===== src/rtl/uart_cmd_pkg.sv =====
// Shared definitions for the host command link.
//   frame_state_t : position within a 3-byte command frame
//   DATA_BITS / FRAME_BITS : 8N1 geometry
//   command encodings exchanged with the remote
package uart_cmd_pkg;

  typedef enum logic [1:0] {
    WAIT_CMD = 2'd0,
    WAIT_HI  = 2'd1,
    WAIT_LO  = 2'd2
  } frame_state_t;

  localparam int DATA_BITS  = 8;
  localparam int FRAME_BITS = 10;  // start + 8 data + stop

  localparam logic [7:0] SET_PTCH  = 8'h02;
  localparam logic [7:0] SET_ROLL  = 8'h03;
  localparam logic [7:0] SET_YAW   = 8'h04;
  localparam logic [7:0] SET_THRST = 8'h05;
  localparam logic [7:0] CAL       = 8'h06;
  localparam logic [7:0] EMER_LAND = 8'h07;
  localparam logic [7:0] MTRS_OFF  = 8'h08;
  localparam logic [7:0] POS_ACK   = 8'hA5;

endpackage


===== src/rtl/uart_byte_rx.sv =====
// 8N1 byte receiver.
//   clk, rst_n  : system clock, async active-low reset
//   rx          : raw serial input, idle high, asynchronous to clk
//   rx_byte     : last good byte (updated together with rx_good)
//   rx_good     : 1-cycle strobe, byte with valid stop bit received
//   rx_frm_err  : 1-cycle strobe, stop bit sampled low (byte dropped)
module uart_byte_rx
  import uart_cmd_pkg::*;
#(
  parameter int BAUD_DIV = 2604
) (
  input  logic       clk,
  input  logic       rst_n,
  input  logic       rx,
  output logic [7:0] rx_byte,
  output logic       rx_good,
  output logic       rx_frm_err
);

  localparam int BW = $clog2(BAUD_DIV);
  localparam logic [BW-1:0] HALF_LAST = BW'(BAUD_DIV / 2 - 1);
  localparam logic [BW-1:0] BIT_LAST  = BW'(BAUD_DIV - 1);
  localparam logic [2:0]    LAST_IDX  = 3'(DATA_BITS - 1);

  localparam logic [1:0] S_IDLE  = 2'd0;
  localparam logic [1:0] S_START = 2'd1;
  localparam logic [1:0] S_DATA  = 2'd2;
  localparam logic [1:0] S_STOP  = 2'd3;

  logic          rx_s1, rx_s2, rx_prev;
  logic [1:0]    st;
  logic [BW-1:0] cnt;
  logic [2:0]    bit_idx;
  logic [7:0]    shft;

  always_ff @(posedge clk or negedge rst_n) begin
    if (!rst_n) begin
      rx_s1      <= 1'b1;
      rx_s2      <= 1'b1;
      rx_prev    <= 1'b1;
      st         <= S_IDLE;
      cnt        <= '0;
      bit_idx    <= '0;
      shft       <= '0;
      rx_byte    <= '0;
      rx_good    <= 1'b0;
      rx_frm_err <= 1'b0;
    end else begin
      rx_s1      <= rx;
      rx_s2      <= rx_s1;
      rx_prev    <= rx_s2;
      rx_good    <= 1'b0;
      rx_frm_err <= 1'b0;
      case (st)
        // only a true 1->0 edge starts a byte; a line held low stays idle
        S_IDLE: if (rx_prev && !rx_s2) begin
          st  <= S_START;
          cnt <= '0;
        end
        // mid-start re-check rejects glitches and aligns later samples to bit centres
        S_START: if (cnt == HALF_LAST) begin
          cnt <= '0;
          if (rx_s2) st <= S_IDLE;
          else begin
            st      <= S_DATA;
            bit_idx <= '0;
          end
        end else cnt <= cnt + 1'b1;
        S_DATA: if (cnt == BIT_LAST) begin
          cnt     <= '0;
          shft    <= {rx_s2, shft[7:1]};  // LSB first
          bit_idx <= bit_idx + 1'b1;
          if (bit_idx == LAST_IDX) st <= S_STOP;
        end else cnt <= cnt + 1'b1;
        // returning to idle at mid-stop leaves half a bit to catch the next start edge
        S_STOP: if (cnt == BIT_LAST) begin
          cnt <= '0;
          st  <= S_IDLE;
          if (rx_s2) begin
            rx_good <= 1'b1;
            rx_byte <= shft;
          end else rx_frm_err <= 1'b1;
        end else cnt <= cnt + 1'b1;
      endcase
    end
  end

endmodule


===== src/rtl/uart_cmd_wrapper.sv =====
// Host command link endpoint: assembles 3-byte commands (cmd, data_hi,
// data_lo) from the RX line and serializes 1-byte responses on TX.
//   clk, rst_n   : system clock, async active-low reset
//   RX / TX      : serial in / out, idle high, 8N1, BAUD_DIV clocks per bit
//   cmd, data    : last complete frame, held until the next one completes
//   cmd_rdy      : frame available; cleared by clr_cmd_rdy or by the first
//                  byte of a new frame (a completing frame wins over a clear)
//   resp         : response byte, latched on send_resp when tx_busy=0
//   send_resp    : 1-cycle start strobe, ignored while tx_busy=1
//   resp_sent    : 1-cycle pulse at the end of the stop bit
//   tx_busy      : transmitter active
// Optional build macro UART_CMD_FRAME_TIMEOUT_EN: a partial frame idle for
// TIMEOUT_CYC cycles is discarded. Without it a partial frame waits forever.
module uart_cmd_wrapper
  import uart_cmd_pkg::*;
#(
  parameter int BAUD_DIV    = 2604,
  parameter int TIMEOUT_CYC = 1_000_000
) (
  input  logic        clk,
  input  logic        rst_n,
  input  logic        RX,
  output logic        TX,
  output logic [7:0]  cmd,
  output logic [15:0] data,
  output logic        cmd_rdy,
  input  logic        clr_cmd_rdy,
  input  logic [7:0]  resp,
  input  logic        send_resp,
  output logic        resp_sent,
  output logic        tx_busy
);

  if (BAUD_DIV < 8 || TIMEOUT_CYC < 1) begin : g_bad_param
    $error("uart_cmd_wrapper: BAUD_DIV must be >= 8 and TIMEOUT_CYC >= 1");
  end

  localparam int BW = $clog2(BAUD_DIV);
  localparam logic [BW-1:0] BIT_LAST = BW'(BAUD_DIV - 1);
  localparam logic [3:0]    LAST_BIT = 4'(FRAME_BITS - 1);

  // ---------------- receive + frame assembly ----------------
  logic [7:0]   rx_byte;
  logic         rx_good, rx_frm_err;
  frame_state_t fstate;
  logic [7:0]   cmd_buf, hi_buf;
  logic         frame_done, first_ok, frame_to;

  uart_byte_rx #(.BAUD_DIV(BAUD_DIV)) u_rx (
    .clk       (clk),
    .rst_n     (rst_n),
    .rx        (RX),
    .rx_byte   (rx_byte),
    .rx_good   (rx_good),
    .rx_frm_err(rx_frm_err)
  );

  assign frame_done = rx_good && (fstate == WAIT_LO);
  assign first_ok   = rx_good && (fstate == WAIT_CMD);

`ifdef UART_CMD_FRAME_TIMEOUT_EN
  localparam int TW = $clog2(TIMEOUT_CYC + 1);
  logic [TW-1:0] to_cnt;

  // counts idle cycles since the last good byte of a partial frame
  always_ff @(posedge clk or negedge rst_n) begin
    if (!rst_n) to_cnt <= '0;
    else if (rx_good || fstate == WAIT_CMD || frame_to) to_cnt <= '0;
    else to_cnt <= to_cnt + 1'b1;
  end

  assign frame_to = (fstate != WAIT_CMD) && !rx_good && (to_cnt == TW'(TIMEOUT_CYC - 1));
`else
  assign frame_to = 1'b0;
`endif

  always_ff @(posedge clk or negedge rst_n) begin
    if (!rst_n) begin
      fstate  <= WAIT_CMD;
      cmd_buf <= '0;
      hi_buf  <= '0;
      cmd     <= '0;
      data    <= '0;
      cmd_rdy <= 1'b0;
    end else begin
      // a bad byte or stale partial frame restarts assembly; outputs untouched
      if (rx_frm_err || frame_to) fstate <= WAIT_CMD;
      else if (rx_good) begin
        case (fstate)
          WAIT_CMD: begin
            cmd_buf <= rx_byte;
            fstate  <= WAIT_HI;
          end
          WAIT_HI: begin
            hi_buf <= rx_byte;
            fstate <= WAIT_LO;
          end
          WAIT_LO: begin
            cmd    <= cmd_buf;
            data   <= {hi_buf, rx_byte};
            fstate <= WAIT_CMD;
          end
          default: fstate <= WAIT_CMD;
        endcase
      end
      if (frame_done) cmd_rdy <= 1'b1;
      else if (clr_cmd_rdy || first_ok) cmd_rdy <= 1'b0;
    end
  end

  // ---------------- transmit ----------------
  // TX is bit 0 of a shift register of the remaining frame; idle = all ones,
  // so the pin stays high between bytes and straight after reset.
  logic [FRAME_BITS-1:0] tx_frame;
  logic [BW-1:0]         tx_cnt;
  logic [3:0]            tx_bit;

  assign TX = tx_frame[0];

  always_ff @(posedge clk or negedge rst_n) begin
    if (!rst_n) begin
      tx_frame  <= '1;
      tx_busy   <= 1'b0;
      tx_cnt    <= '0;
      tx_bit    <= '0;
      resp_sent <= 1'b0;
    end else begin
      resp_sent <= 1'b0;
      if (!tx_busy) begin
        if (send_resp) begin
          tx_frame <= {1'b1, resp, 1'b0};
          tx_busy  <= 1'b1;
          tx_cnt   <= '0;
          tx_bit   <= '0;
        end
      end else if (tx_cnt == BIT_LAST) begin
        tx_cnt <= '0;
        if (tx_bit == LAST_BIT) begin
          tx_busy   <= 1'b0;
          resp_sent <= 1'b1;
          tx_frame  <= '1;
        end else begin
          tx_bit   <= tx_bit + 1'b1;
          tx_frame <= {1'b1, tx_frame[FRAME_BITS-1:1]};
        end
      end else tx_cnt <= tx_cnt + 1'b1;
    end
  end

endmodule

===== config.mk =====
export PLATFORM = sky130hd
export DESIGN_NAME = uart_cmd_wrapper
export DESIGN_NICKNAME = d
export VERILOG_FILES = /design/src/rtl/uart_cmd_pkg.sv /design/src/rtl/uart_byte_rx.sv /design/src/rtl/uart_cmd_wrapper.sv
export SDC_FILE = /design/constraint.sdc
export NUM_CORES = 1
export LEC_CHECK = 0
export CORE_AREA = 2 2 88 90
export CTS_CLUSTER_DIAMETER = 50
export DETAILED_ROUTE_END_ITERATION = 8
export DIE_AREA = 0 0 90 92
export DONT_BUFFER_PORTS = 1
export PLACE_DENSITY = 0.89
export RECOVER_POWER = 50
export SETUP_SLACK_MARGIN = 0.5
export SYNTH_ARGS = -nofsm -noshare
export SYNTH_HDL_FRONTEND = slang
export SYNTH_SLANG_ARGS = --single-unit
export TNS_END_PERCENT = 20

===== constraint.sdc =====
create_clock -name clk -period 3.3 [get_ports clk]
set_input_delay 0.66 -clock clk [delete_from_list [all_inputs] [get_ports clk]]
set_output_delay 0.66 -clock clk [all_outputs]
set_load 0.05 [all_outputs]

== Yosys cells after proc, flatten, opt, wreduce, memory -nomap -nowiden ==
Index checks and enable logic that the tools add are counted.
Word-level totals
  bits of input ports: 13
  memory bits (read-only): 0
  memories kept: 0
  register bits after elaboration: 109
  latch bits: 0
  bits in writable memories: 0
  logic and storage cells: 109
  output and inout port bits: 28
Operators by class
  reductions and logical operators: 21
  $mul: 0
  divide/modulo/power cells: 0
  eq/ne operators: 18
  order comparisons: 0
  bitwise logic cells: 1
  $add $sub $neg: 4
  shift operators: 0
  multiplexer cells: 44
Operators with widths (count)
  2-to-1 mux 12 bit: 6
  case mux 12 bit (3 select lines): 1
  2-to-1 mux 10 bit: 3
  adder 12 x 1 -> 12 bit (second input constant): 2
  == test 12 bit (second input constant): 2
  2-to-1 mux 2 bit: 8
  2-to-1 mux 4 bit: 4
  2-to-1 mux 1 bit: 15
  AND reduction 3 bit: 5
  == test 12 x 11 -> 1 bit (second input constant): 1
  inequality test 2 x 1 -> 1 bit (second input constant): 6
  2-to-1 mux 3 bit: 3
  2-to-1 mux 9 bit: 1
  case mux 2 bit (4 select lines): 1
  nonzero test 2 bit: 4
  == test 2 bit (second input constant): 3
  case mux 3 bit (2 select lines): 1
  AND reduction 5 bit: 1
  adder 4 x 1 -> 4 bit (second input constant): 1
  == test 2 x 1 -> 1 bit (second input constant): 2
  == test 4 bit (second input constant): 1
  logical NOT 2 bit: 2
  inequality test 2 bit (second input constant): 2
  case mux 2 bit (2 select lines): 1
  other kinds (9): 12

== Longest topological paths before layout ==
Gate-level depths: netlist of run 1.
  word-level depth: 5
  depth in mapped cells: 7
  mapped depth without buffers: 6

== Cells and area by module ==
Synthesis of run 1 repeated with hierarchy kept, for this count alone.
Second synthesis, totals
  cell total of the unflattened synthesis: 414
  area total of the unflattened synthesis: 5004.8 um2
Modules (own cells, without submodules)
  uart_cmd_wrapper: seq. area each 1762.9 um2, area an instance 3124.2 um2, cells each 246, times used 1
  uart_byte_rx: seq. area each 954.7 um2, area an instance 1880.6 um2, cells each 168, times used 1

== Worst setup path after synthesis of run 1 ==
Ideal clock, no wire load.
  path type: reg2reg
  start: register u_rx.cnt[0]
  end: register u_rx.shft[0]
  required time: 3.172 ns
  buffers on the path: 1
  setup slack: 1.525 ns
  setup time: 0.128 ns
  clock period less this slack: 1.775 ns
  data arrival time: 1.647 ns
  cell stages (with the launch flop): 7
  cell sequence: dfrtp_1 ha_1 and4bb_1 nand4_1 nor2_1 buf_4 mux2_1
Between the ends
  cells in the longest elaborated chain, start to end: 2
Ends and longest elaborated chain
  start: declaration: RTL line uart_byte_rx.sv:32  | logic [BW-1:0] cnt;
  start signal: assignment: RTL line uart_byte_rx.sv:68  | end else cnt <= cnt + 1'b1;
  start signal: assignment: RTL line uart_byte_rx.sv:74  | end else cnt <= cnt + 1'b1;
  start signal: assignment: RTL line uart_byte_rx.sv:83  | end else cnt <= cnt + 1'b1;
  == test 12 bit: RTL line uart_byte_rx.sv:69  | S_DATA: if (cnt == BIT_LAST) begin
  AND reduction 2 bit (no line)
  end signal: assignment: RTL line uart_byte_rx.sv:71  | shft <= {rx_s2, shft[7:1]};
  end: declaration: RTL line uart_byte_rx.sv:34  | logic [7:0] shft;
No other way between the ends.
A chain may end at the register's enable or synchronous reset.

== Worst setup path after layout of run 1 ==
  start: register u_rx.cnt[0]
  end: register u_rx.shft[7]
The elaborated chain is that of the path after synthesis.

==> flow_summary.json, run 1 <==
{
  "power.density_mw_per_mm2": 567,
  "max_cap_viol_count": 0,
  "row_count": 32,
  "cp-end-kind": "register",
  "cts.clk_slew.worst_paths_ns": 0.11,
  "cts.sinks": 108,
  "path_cells": "ha_1 -> and4bb_1 -> nand4_1 -> nor2_1 -> mux2_1",
  "slowest_stage": "nor2_1",
  "synth_fa_ha_area_share_pct": 1.78,
  "synthSimpleGateAreaFrac_pct": 14.3,
  "die_h_um": 92,
  "antenna_found_initial": 0,
  "dr.first_iter.drc_count": 170,
  "fin_util_pct": 69.2,
  "rsz0062_at_grt": "false",
  "via_count": 3112,
  "worst-setup-path-type": "register to register",
  "tritoncts": "yes",
  "synth-xor-area-share_pct": 0.714,
  "insertedDiodeCount": 0,
  "setup_viol": 0,
  "place.gp.congestion": 0.892,
  "r2r_slack_ns": 1.04,
  "io_buffers": 0,
  "grt_pass1_vias": 3128,
  "htree_levels": 3,
  "grt_overflow_total": 0,
  "netlist_instances": 404,
  "fin_skew_ns": 0.0109,
  "n_fill_cell": 528,
  "hold_ws_ns": -0.0395,
  "drc_errors": 0,
  "layout_common_cells": "dfrtp_1 (96), mux2_2 (33), nand2_1 (30)",
  "syn-cell-area_mm2": 0.00491,
  "clk_path_buf_depth": 2,
  "synth_seq_cells": 108,
  "yosys_most_used_dff": "dfrtp_1",
  "wl_um": 8450,
  "grt_usage_pct": 22.4,
  "coreArea_mm2": 0.00745,
  "syn_nets": 424,
  "drv_slew": 0,
  "synth_async_sr_flop_share_pct": 100,
  "drive_above_1_share_pct": 19.3,
  "insertion_delay_ns": 0.37,
  "path_buf_inv": 0,
  "hpwl_um": 5830,
  "yosysSeqAreaShare_pct": 55.4,
  "regToRegEndpoint": "u_rx.shft[7]$_DFFE_PN0P_",
  "fin_ws_ns": 1.04,
  "synth_compound_area_share_pct": 11.0,
  "initial_core_util_pct": 65.9,
  "crit_start": "u_rx.cnt[0]$_DFFE_PN0N_",
  "r2r_start": "u_rx.cnt[0]$_DFFE_PN0N_",
  "timing.final.crit_share_pct": 68.5,
  "p_leak_uw": 0.00238,
  "slew_headroom_pct": 19.2,
  "grt_first_pass_wirelength_um": 14800,
  "synthMuxAreaShare_pct": 14.1,
  "die_w_um": 90,
  "tightest_slew_ns": 1.20,
  "crit_required_ns": 3.56,
  "dpl_cell_area_mm2": 0.00497,
  "drtAntennaViolNets": 0,
  "ys_warn_count": 0,
  "final_common_cell": "dfrtp_1",
  "fin_nets": 420,
  "irDropWorstVdd_v": 0.000354,
  "crit_end": "u_rx.shft[7]$_DFFE_PN0P_",
  "drt-wirelength-per-cell_um": 16.7,
  "io_pins": 41,
  "max_freq_ghz": 0.443,
  "hold_viol_final": 93,
  "dr.pass1.iters": 4,
  "pre_cts_ws_ns": 1.01,
  "crit_family": "simple AND/OR/NAND/NOR gates",
  "synth_top_family_by_area": "simple AND/OR/NAND/NOR gates",
  "cts_buffers": 9,
  "postSynthAreaPerCell_um2": 12.2,
  "outcome": "finished, violations left",
  "yosysUniqueCellTypes": 63,
  "failed_checks": "hold timing",
  "die_area_mm2": 0.00828,
  "cts_resized": 0,
  "hold_path_class": "input port to async pin",
  "synth_edf_count": 0,
  "ff2ff_path_depth": 5,
  "final.setup.tns_ns": 0,
  "viasPerCell": 6.14,
  "slowest_delay_ns": 0.63,
  "syn2layout_area_growth_pct": 4.97,
  "cp-start-kind": "register",
  "path_depth": 5,
  "grt_max_degree": 109,
  "post-cts-setup-buffers": 0,
  "cts-root-buf": "clkbuf_8",
  "cp_max_fo": 11,
  "cp.arrival_ns": 2.52,
  "fin_crit_ns": 2.26,
  "stdcell_area_mm2": 0.00515
}
-- cell usage after synthesis, types with 3 or more instances --
library cell | count | area (um2)
nor3_1 | 3 | 15.0
nand4_1 | 5 | 31.3
a21oi_1 | 9 | 45.0
inv_1 | 12 | 45.0
mux2i_1 | 4 | 40.0
clkbuf_1 | 5 | 18.8
mux2_1 | 25 | 282
a22oi_1 | 3 | 22.5
ha_1 | 7 | 87.6
a211oi_1 | 9 | 67.6
nor3_2 | 4 | 40.0
o21ai_0 | 9 | 45.0
and3_1 | 4 | 25.0
nor2_1 | 17 | 63.8
nand2_1 | 30 | 113
a21o_1 | 3 | 22.5
xnor2_1 | 3 | 26.3
dfstp_2 | 12 | 315
o21ai_1 | 14 | 70.1
mux2_2 | 33 | 372
nor2b_1 | 4 | 25.0
buf_2 | 10 | 50.1
nand3_1 | 9 | 45.0
nand2b_1 | 3 | 18.8
and4bb_1 | 4 | 50.1
dfrtp_1 | 96 | 2400
a22o_1 | 8 | 70.1
o211ai_1 | 3 | 22.5
and2_1 | 10 | 62.6
-- sequential cells by signal, summed over array words and instances, names as in the netlist, 8 cells and up, named ones only --
| signal | flops |
|---|---|
| tx_cnt | 12 |
| data | 16 |
| u_rx.cnt | 12 |
| tx_frame | 9 |
| u_rx.rx_byte | 8 |
| hi_buf | 8 |
| cmd_buf | 8 |
| u_rx.shft | 8 |
| cmd | 8 |
-- worst min path at each step --
stage	start	to
CTS	rst_n	data[10]$_DFFE_PN0P_
detailed placement	u_rx.rx_s1$_DFF_PN1_	u_rx.rx_s2$_DFF_PN1_
floorplan	u_rx.rx_s1$_DFF_PN1_	u_rx.rx_s2$_DFF_PN1_
finish	rst_n	data[10]$_DFFE_PN0P_
global placement	u_rx.rx_s1$_DFF_PN1_	u_rx.rx_s2$_DFF_PN1_
global route	rst_n	data[2]$_DFFE_PN0P_
-- worst reg2reg max path, cell delays in order (launching register included) --
cell	delay [ns]
dfrtp_1	0.43
ha_1	0.27
and4bb_1	0.23
nand4_1	0.19
nor2_1	0.63
mux2_1	0.40
-- final cells by class --
class,count,area [um2],share of cell area [%]
Inverter,13,48.8,0.947
Tap cell,102,128,2.48
Clock inverter,6,60.1,1.17
Multi-Input combinational cell,266,2060,39.9
Clock buffer,10,128,2.48
Sequential cell,108,2720,52.7
Timing Repair Buffer,2,15.0,0.291
-- per-stage QoR --
stage / cells / total power, uW / hold slack (ns)
final: 507 / 2920 / -0.0395
after global routing: 507 / 3100 / -0.0724
after CTS: 507 / 2940 / -0.0483
after detailed placement: 491 / 2190 / 0.349
after global placement: 491 / 2160 / 0.346
after floorplan: 404 / 2090 / 0.345
-- power by group --
group | internal [uW] | leakage (uW) | switching (uW)
clock | 289 | 0.0000874 | 460
combinational | 233 | 0.000869 | 296
sequential | 1480 | 0.00143 | 167
total | 2000 | 0.00238 | 922
-- cells by family after synthesis --
group / after synthesis
adder cells (fa/ha/maj): 7
buffers and inverters: 30
XOR/XNOR: 4
AND/OR/NAND/NOR: 116
multiplexers: 62
flip-flops: 108
AO/OA/AOI/OAI: 77
-- layer usage --
layer  GRT usage, %  vias to the layer above  routed length (um)
met1           27.5                     1567                3590
met2           38.1                       68                4370
li1               -                     1465                   -
met3           6.24                       12                 371
met4           8.33                        0                 122
met5              0                        -                   0
(Power assumes the default switching activity.)
==> run 2, diff against run 1 <==
CORE_AREA = 2 2 92 94   (was 2 2 88 90)
DIE_AREA = 0 0 94 96   (was 0 0 90 92)
PLACE_DENSITY = 0.83   (was 0.89)
clock period = 2.28 ns   (was 3.3 ns; I/O delays follow)
==> flow_summary.json, run 2 (synthesized netlist as in run 1, its figures left out) <==
{
  "fin_util_pct": 65.9,
  "max_cap_viol_count": 0,
  "outcome": "finished, violations left",
  "slew_headroom_pct": 54.0,
  "fin_nets": 434,
  "ff2ff_path_depth": 5,
  "grt-busiest-layer": "met2",
  "syn2layout_area_growth_pct": 8.13,
  "row_count": 33,
  "use_met1_pct": 27.3,
  "io_pins": 41,
  "hold_ws_ns": -0.245,
  "path_buf_inv": 0,
  "insertedDiodeCount": 0,
  "insertion_delay_ns": 0.37,
  "cts_buffers": 9,
  "die_w_um": 94,
  "io_buffers": 0,
  "tightest_slew_ns": 0.686,
  "grt_pass1_vias": 3163,
  "grt_first_pass_wirelength_um": 14800,
  "gr-usage-met2_pct": 35.2,
  "slowest_stage": "dfrtp_1",
  "regToRegEndpoint": "u_rx.rx_byte[5]$_DFFE_PN0P_",
  "setup_viol": 0,
  "drc_errors": 0,
  "viasPerCell": 6.04,
  "r2r_start": "u_rx.cnt[0]$_DFFE_PN0N_",
  "max_freq_ghz": 0.509,
  "initial_core_util_pct": 61.0,
  "cts.clk_slew.worst_paths_ns": 0.11,
  "top_regs": "data (16), tx_cnt (12), u_rx.cnt (12)",
  "use_met3_pct": 3.45,
  "drv_slew": 0,
  "via_count": 3163,
  "grt_max_degree": 109,
  "p_leak_uw": 0.00247,
  "r2r_slack_ns": 0.32,
  "die_area_mm2": 0.00902,
  "final_common_cell": "dfrtp_1",
  "n_fill_cell": 602,
  "cp_max_fo": 8,
  "timing.final.crit_share_pct": 86.2,
  "cts.sinks": 108,
  "failed_checks": "hold timing",
  "power.density_mw_per_mm2": 828,
  "drive_above_1_share_pct": 23.6,
  "drt-wirelength-per-cell_um": 16.3,
  "pre_cts_ws_ns": 0.334,
  "worst-setup-path-type": "register to register",
  "coreArea_mm2": 0.00805,
  "grt_usage_pct": 21.0,
  "tritoncts": "yes",
  "dr.pass1.iters": 5,
  "antenna_found_initial": 0,
  "final.setup.tns_ns": 0,
  "hold_viol_final": 108,
  "irDropWorstVdd_v": 0.000530,
  "slowest_delay_ns": 0.48,
  "rsz0062_at_grt": "true",
  "cts-root-buf": "clkbuf_8",
  "die_h_um": 96,
  "cp-end-kind": "register",
  "power_uw": 4400,
  "fin_ws_ns": 0.316,
  "cp.arrival_ns": 2.23,
  "cp-start-kind": "register",
  "fin_crit_ns": 1.96,
  "dr.first_iter.drc_count": 122,
  "htree_levels": 3,
  "place.gp.congestion": 0.849,
  "hold_path_class": "input port to async pin",
  "clk_path_buf_depth": 2,
  "fin_skew_ns": 0.0162,
  "crit_family": "simple AND/OR/NAND/NOR gates",
  "hpwl_um": 5720,
  "crit_required_ns": 2.54,
  "drtAntennaViolNets": 0,
  "path_cells": "ha_1 -> and4bb_1 -> nand4_1 -> nor2_4 -> mux2_1",
  "grt_overflow_total": 0,
  "layout_common_cells": "dfrtp_1 (94), mux2_2 (33), nand2_1 (30)",
  "largest_reg_flops": 16,
  "wl_um": 8570,
  "top_register": "data"
}
==> run 2: routing by layer <==
metal | part of all wire, % | wire [um] | vias up
met4 | 2.0 | 170 | 0
met1 | 45 | 3840 | 1600
met5 | 0 | 0 | -
met2 | 50 | 4260 | 62
li1 | - | - | 1489
met3 | 3.4 | 295 | 12
==> run 2: power by group <==
| group | switching, uW | total, uW | internal [uW] |
|---|---|---|---|
| Combinational | 469 | 901 | 431 |
| Sequential | 248 | 2390 | 2140 |
| Clock | 683 | 1100 | 422 |
| Total | 1400 | 4400 | 3000 |
==> run 2: worst max-delay path by stage <==
stage / start / cells after the start / slack [ns] / end
final: u_rx.cnt[0]$_DFFE_PN0N_ / 5 / 0.32 / u_rx.rx_byte[5]$_DFFE_PN0P_
after global routing: u_rx.cnt[0]$_DFFE_PN0N_ / 6 / 0.23 / u_rx.shft[5]$_DFFE_PN0P_
after CTS: tx_cnt[0]$_DFFE_PN0P_ / 5 / 0.43 / tx_cnt[9]$_DFFE_PN0P_
after detailed placement: u_rx.cnt[0]$_DFFE_PN0N_ / 6 / 0.33 / u_rx.st[0]$_DFFE_PN0P_
after global placement: u_rx.cnt[0]$_DFFE_PN0N_ / 6 / 0.43 / u_rx.st[0]$_DFFE_PN0P_
after floorplan: u_rx.cnt[0]$_DFFE_PN0N_ / 6 / 0.51 / u_rx.shft[0]$_DFFE_PN0P_
==> run 2: cell type report <==
cell class / instances / area (um2) / area share, %
flip-flops and latches: 108 / 2720 / 51.2
multi-input cells: 266 / 2100 / 39.6
well taps: 105 / 131 / 2.47
clock buffers: 9 / 124 / 2.33
repair buffers: 16 / 116 / 2.19
clock inverters: 7 / 66.3 / 1.25
inverters: 13 / 48.8 / 0.919
==> run 2: repair_timing <==
action | in CTS | in global routing
pin swaps | 1 | 3
setup buffers | 2 | 3
endpoints found under the setup margin | 35 | 51
gates resized for setup | 4 | 8
endpoints found under the hold margin | 108 | 108
==> run 2: metrics by stage <==
stage | instances | area (um2)
floorplan | 404 | 4910
global placement | 503 | 5040
detailed placement | 503 | 5040
CTS | 521 | 5270
global route | 524 | 5310
finish | 524 | 5310
